`src/rtl/riscv_regfile_sb_pkg.sv`:
```
// ---------------------------------------------------------------------------
// riscv_regfile_sb_pkg: shared widths and legal-value constants for the regfile.
// Rev 1.0
// ---------------------------------------------------------------------------
`default_nettype none

`ifndef XLEN
`define XLEN 32
`endif

package riscv_regfile_sb_pkg;

  localparam int XLEN_DEFAULT = `XLEN;
  localparam int REG_AW       = 5;
  localparam int REG_SLOTS    = 1 << REG_AW;
  localparam int NREG_RV32E   = 16;
  localparam int NREG_RV32I   = 32;
  localparam int CNT_W        = 6;

  // A write or set target: non-zero and inside the architectural register count.
  function automatic logic addr_legal(input logic [REG_AW-1:0] addr, input int nreg);
    return (addr != '0) && (int'(addr) < nreg);
  endfunction

endpackage

`default_nettype wire

```
`src/rtl/riscv_regfile_scoreboard.sv`:
```
// ---------------------------------------------------------------------------
// riscv_regfile_scoreboard: per-register busy bits with set-over-clear priority
// and a registered popcount.  Rev 1.0
// ---------------------------------------------------------------------------
`default_nettype none

module riscv_regfile_scoreboard
  import riscv_regfile_sb_pkg::*;
#(
  parameter int NREG = NREG_RV32I
) (
  input  logic                  clk_i,
  input  logic                  rst_ni,
  input  logic                  set_i,
  input  logic [REG_AW-1:0]     set_addr_i,
  input  logic                  clr_i,
  input  logic [REG_AW-1:0]     clr_addr_i,
  output logic [REG_SLOTS-1:0]  busy_o,
  output logic [CNT_W-1:0]      cnt_o
);

  logic [REG_SLOTS-1:0] busy_q, busy_d;
  logic [CNT_W-1:0]     cnt_q, cnt_d;

  // Bit 0 and bits at or above NREG are never produced, so they stay zero.
  always_comb begin
    busy_d = '0;
    cnt_d  = '0;
    for (int r = 1; r < NREG; r++) begin
      busy_d[r] = (set_i && (set_addr_i == REG_AW'(r))) ||
                  (busy_q[r] && !(clr_i && (clr_addr_i == REG_AW'(r))));
    end
    for (int r = 0; r < REG_SLOTS; r++) begin
      cnt_d = cnt_d + CNT_W'(busy_d[r]);
    end
  end

  always_ff @(posedge clk_i or negedge rst_ni) begin
    if (!rst_ni) begin
      busy_q <= '0;
      cnt_q  <= '0;
    end else begin
      busy_q <= busy_d;
      cnt_q  <= cnt_d;
    end
  end

  assign busy_o = busy_q;
  assign cnt_o  = cnt_q;

endmodule

`default_nettype wire

```
`src/rtl/riscv_regfile_sb.sv`:
```
// ---------------------------------------------------------------------------
// riscv_regfile_sb: RV32I/E register file, N read ports, two write ports, busy
// scoreboard. Define RISCV_REGFILE_BYPASS_EN for same-cycle write bypass. Rev 1.0
// ---------------------------------------------------------------------------
`default_nettype none

`ifndef XLEN
`define XLEN 32
`endif

module riscv_regfile_sb
  import riscv_regfile_sb_pkg::*;
#(
  parameter int XLEN = `XLEN,
  parameter int NREG = NREG_RV32I,
  parameter int NRD  = 2
) (
  input  logic                    i_clk,
  input  logic                    i_rstn,
  input  logic [NRD*REG_AW-1:0]   i_regfile_rs_addr,
  output logic [NRD*XLEN-1:0]     o_regfile_rs_data,
  output logic [NRD-1:0]          o_regfile_rs_busy,
  input  logic                    i_regfile_rd0_wen,
  input  logic [REG_AW-1:0]       i_regfile_rd0_addr,
  input  logic [XLEN-1:0]         i_regfile_rd0_data,
  input  logic                    i_regfile_rd1_wen,
  input  logic [REG_AW-1:0]       i_regfile_rd1_addr,
  input  logic [XLEN-1:0]         i_regfile_rd1_data,
  input  logic                    i_regfile_sb_set,
  input  logic [REG_AW-1:0]       i_regfile_sb_addr,
  output logic [CNT_W-1:0]        o_regfile_sb_cnt
);

  logic [XLEN-1:0]      regs_q [REG_SLOTS];
  logic [REG_SLOTS-1:0] busy;
  logic                 w0_ok, w1_ok;

  assign w0_ok = i_regfile_rd0_wen && addr_legal(i_regfile_rd0_addr, NREG);
  assign w1_ok = i_regfile_rd1_wen && addr_legal(i_regfile_rd1_addr, NREG);

  // Port 0 is assigned last so it wins a same-address collision.
  always_ff @(posedge i_clk or negedge i_rstn) begin
    if (!i_rstn) begin
      for (int i = 0; i < REG_SLOTS; i++) begin
        regs_q[i] <= '0;
      end
    end else begin
      if (w1_ok) regs_q[i_regfile_rd1_addr] <= i_regfile_rd1_data;
      if (w0_ok) regs_q[i_regfile_rd0_addr] <= i_regfile_rd0_data;
    end
  end

  riscv_regfile_scoreboard #(
    .NREG (NREG)
  ) u_sb (
    .clk_i      (i_clk),
    .rst_ni     (i_rstn),
    .set_i      (i_regfile_sb_set),
    .set_addr_i (i_regfile_sb_addr),
    .clr_i      (i_regfile_rd1_wen),
    .clr_addr_i (i_regfile_rd1_addr),
    .busy_o     (busy),
    .cnt_o      (o_regfile_sb_cnt)
  );

  for (genvar k = 0; k < NRD; k++) begin : g_rd
    logic [REG_AW-1:0] addr;
    logic              in_range;
    logic [XLEN-1:0]   stored;
    logic [XLEN-1:0]   rdata;
    logic              rbusy;

    assign addr     = i_regfile_rs_addr[k*REG_AW +: REG_AW];
    assign in_range = int'(addr) < NREG;
    assign stored   = in_range ? regs_q[addr] : '0;

`ifdef RISCV_REGFILE_BYPASS_EN
    // w*_ok already excludes x0 and out-of-range targets.
    always_comb begin
      rdata = stored;
      rbusy = busy[addr];
      if (w0_ok && (i_regfile_rd0_addr == addr)) begin
        rdata = i_regfile_rd0_data;
      end else if (w1_ok && (i_regfile_rd1_addr == addr)) begin
        rdata = i_regfile_rd1_data;
      end
      if (w1_ok && (i_regfile_rd1_addr == addr) &&
          !(i_regfile_sb_set && (i_regfile_sb_addr == addr))) begin
        rbusy = 1'b0;
      end
    end
`else
    assign rdata = stored;
    assign rbusy = busy[addr];
`endif

    assign o_regfile_rs_data[k*XLEN +: XLEN] = rdata;
    assign o_regfile_rs_busy[k]              = rbusy;
  end

endmodule

`default_nettype wire

```
`config.mk`:
```
export PLATFORM = sky130hd
export DESIGN_NAME = riscv_regfile_sb
export DESIGN_NICKNAME = d
export VERILOG_FILES = /design/src/rtl/riscv_regfile_sb_pkg.sv /design/src/rtl/riscv_regfile_scoreboard.sv /design/src/rtl/riscv_regfile_sb.sv
export SDC_FILE = /design/constraint.sdc
export NUM_CORES = 2
export LEC_CHECK = 0
export BUFFER_PORTS_ARGS = -buffer_cell sky130_fd_sc_hd__buf_2
export CORE_ASPECT_RATIO = 1.1
export CORE_UTILIZATION = 45
export CTS_CLUSTER_DIAMETER = 200
export DETAILED_ROUTE_END_ITERATION = 10
export HOLD_SLACK_MARGIN = 0.1
export PLACE_DENSITY = 0.64
export SLEW_MARGIN = 20
export SYNTH_ARGS = -nofsm -noshare
export SYNTH_HDL_FRONTEND = slang
export SYNTH_SLANG_ARGS = --single-unit
```
`constraint.sdc`:
```
create_clock -name i_clk -period 6.3 [get_ports i_clk]
set_clock_uncertainty 0.05 [all_clocks]
set_input_delay 0.315 -clock i_clk [delete_from_list [all_inputs] [get_ports i_clk]]
set_output_delay 0.315 -clock i_clk [all_outputs]
set_load 0.03 [all_outputs]
```
==> metrics.md <==
| Metric | Value |
|---|---|
| Min-Delay Endpoint | u_sb.busy_o[1] |
| Final hold slack | about 0.14 ns |
| Reg area | 26550 um^2 |
| Pwr Total | 0.02475 W |
| Asr flop ratio synth | 100.0% |
| Crit path required time | a little under 7 ns |
| Xor and xnor area share after synthesis | 0.04073% |
| Fin. Hold Viols | 0 |
| Reg2reg start | u_sb.busy_o[1] |
| Routed WL | 240100 um |
| CORE AREA | 142100 um^2 |
| CTS sink cnt | ~1.1k |
| Vias in the first global route | 50.76k |
| Count of flip-flops with a built-in enable after synthesis | 0 |
| Status | finished clean |
| Yosys warning count | 0 |
| DR WL/cell | 30.48 um |
| Period Utilization, post-route | between 90% and 100% |
| TritonCTS buffer count | 116 |
| Post-Place Setup Slack | 0.5163 ns |
| Cells after synthesis | 6098 |
| Largest net degree at the start of global routing | about 170 |
| Worst EP arrival | 6.52 ns |
| Max Clk Rate | 168.3 MHz |
| Multi-input gate area | 34920 um^2 |
| Clock-pin slew on the worst setup and hold paths | about 0.06 ns |
| Crit-path max FO | 8 |
| Setup CP Type | primary input to register |
| Critical path, cell by cell | dlygate4sd3_1, buf_2, nor3b_2, dlygate4sd3_1, nand2_4, a22o_1, ha_1, inv_1, fa_1, fa_1, fa_1, fa_1, fa_1, fa_1, inv_1, ha_1, inv_1, fa_1, inv_1, a21o_1, a21oi_1, xnor2_1 |
| Worst-Margin Slew | 1.260 ns |
| Clk pwr share | 28.6% |
| Leak | 31.06 nW |
| Antenna Violating Nets Remaining | 0 |
| Via count | 52.28k |
| Layout area overhead | 9.661% |
| Setup bufs post-CTS | 0 |
| H-Tree Depth | 3 |
| Count of final setup violators | 0 |
| Crit start category | primary input |
| Pint | approximately 0.017 W |
| Main flop type after synthesis | dfrtp_1 |
| Fillers | 12.56k |
| Cells taking the most area after synthesis | dfrtp_1, mux4_2, mux2i_1, nand2_1, nor2_1 |
| I/O pin count | 166 |
| Switch share | 32.60% |
| Layout cells sized above 1 | 18.33% |
| Hold path depth | 4 |
| First-pass GRT wire length | 350900 um |
| Post-DP HPWL | around 130000 um |
| CTS resizes | 0 |
| Die height | 399.1 um |
| Post-synthesis cell type count | 59 |
| Avg Inst Size Synth | roughly 11 um^2 |
| Synthesized Nets | a little over 6k |
| Pwr Density | 349.9 nW/um^2 |
| Initial Util | between 40% and 50% |
| NumNets Final | approximately 6.0k |
| Number of remaining DRC errors | 0 |
| Drt via density | between 6 and 7 |
| Routability Congestion | 0.9019 |
| Synth area leader | dfrtp_1 |
| Post-CTS Hold Buffers | 84 |
| Switch Pwr | 0.008069 W |
| Mux cell area share after synthesis | 31.23% |
| Hold Crit Class | primary input to register |
| Fin area | a little over 70000 um^2 |
| Worst Hold Launch | i_regfile_sb_set |
| Overall track demand over capacity in global routing | 33.03% |
| Area fraction in compound gates after synthesis | 11.28% |
| DIE AREA | 144900 um^2 |
| Die Wd | 363.0 um |
| Crit path max-delay cell type | dlygate4sd3_1 |
| CP dominant cell by count | fa_1 |
| CTS tree | built |
| Commonest non-fill, non-tap cell in the layout | dfrtp_1 |
| Detailed Route Iter0 Violations | roughly 6.9k |
| Synth Cell Area | between 60000 and 70000 um^2 |
| Largest family of logic cells by synthesized area | multiplexers |
| Post-synthesis sequential area ratio | 41.16% |
| CP max stage delay | 0.70 ns |
| Reg power frac | 40.4% |
| Gr ovfl total | 0 |
| Fin crit period | around 6 ns |
| Critical Path End Type | register |
| Pre-antenna DRT Iters | 9 |
| Sum Neg Setup Slack | 0 ns |
| Synth Area in Adders | 0.8884% |
| Clock Tree Buf Depth | 3 |
| Reg2reg path depth | 17 |
| Worst skew pair latency | between 0.7 and 0.8 ns |
| Slew HR | 15.24% |
| Combinational fraction of design power | 31.0% |
| RSZ-0062 raised after global routing | no |
| Antenna violations before repair | 8 |
| Cell Rows | 145 |
| Synth top area share | 41.16% |
| Crit Reg-Reg Endpoint | u_sb.cnt_o[4] |
| Max IR drop VDD | around 550 uV |
| Clock root buffer | clkbuf_16 |
| Max-cap violations | 0 |
| Final WS setup | 0.3578 ns |
| R2r setup slk | 1.22 ns |
| Post-DP Area | 66000 um^2 |
| Max-slew violation count | 0 |
| I/O Buffers | 165 |
| Post-Synth Simple-Gate Area | 10.02% |
| Most frequent cells in the layout | dfrtp_1, mux2i_1, nand2_1, nor2_1, mux4_2 |
| Post-synthesis register bit count | around 1.1k |
[state kept, by name, indices dropped and copies added (netlist names)]
signal	count
u_sb.busy_o	31
regs_q	1024
u_sb.cnt_o	6
[stage by stage]
step           std cells  util (%)
3_5_place_dp        7577     46.46
3_3_place_gp        7575     46.42
2_1_floorplan       6098         -
6_report            7877     49.80
4_1_cts             7873     49.77
5_1_grt             7874     49.79
[worst max-delay path by stage]
stage	start	cells past startpoint	slack, ns	endpoint
6_report	i_regfile_rd1_addr[4]	22	0.36	u_sb.cnt_o[4]
3_3_place_gp	i_regfile_sb_addr[2]	19	0.53	u_sb.cnt_o[4]
2_1_floorplan	i_regfile_rd1_addr[4]	20	0.67	u_sb.cnt_o[4]
5_1_grt	i_regfile_rd1_addr[4]	22	0.07	u_sb.cnt_o[4]
4_1_cts	i_regfile_rd1_addr[4]	22	0.40	u_sb.cnt_o[4]
3_5_place_dp	i_regfile_sb_addr[2]	19	0.52	u_sb.cnt_o[4]
[cells in the mapped netlist (22+ instances only)]
master       n
a21oi_1    451
a22o_1      22
buf_2      132
a31oi_1    160
o21ai_1     47
inv_1       51
nand2_1    761
buf_4       85
dfrtp_1   1061
o21ai_0    337
o22ai_1    256
mux2i_1    838
fa_1        23
nor2_1     629
clkbuf_1   488
nor4_1      64
mux4_2     518
[layer usage]
metal | vias up | GRT usage [%] | part of all wire, %
li1 | 21760 | - | -
met1 | 26150 | 43.86 | 38
met2 | 3523 | 48.99 | 44
met3 | 839 | 8.732 | 12
met4 | 8 | 18.85 | 6.3
met5 | - | 0 | 0.020
[critical path, delay by kind of cell]
family | cells | cell delay, ns
adders and majority gates | 9 | 3.71
AOI/OAI and AO/OA | 3 | 0.38
buffers and inverters | 7 | 1.69
and+or+nand+nor | 2 | 0.28
xor gates and xnor gates | 1 | 0.13
[power groups by stage]
stage | combinational [W] | sequential [W] | clock (W)
2_1_floorplan | 0.00605 | 0.00963 | 0
3_3_place_gp | 0.00746 | 0.00989 | 0
3_5_place_dp | 0.00759 | 0.0100 | 0
4_1_cts | 0.00766 | 0.00993 | 0.00713
5_1_grt | 0.00855 | 0.0102 | 0.00739
6_report | 0.00767 | 0.0100 | 0.00709
[cell type report]
type	count	area share, %
repair buffers	372	3.973
inverters	51	0.2706
flip-flops and latches	1061	37.53
diodes	4	0.01415
multi-input cells	4266	49.36
clock buffers	173	4.889
well taps	1911	3.380
clock inverters	39	0.5802
[kinds of logic after synthesis]
logic type,after synthesis
xor+xnor,3
simple gates,1559
buf+inv,771
flops,1061
fa+ha+maj,32
mux,1364
compound gates,1308
(Power assumes the default switching activity.)
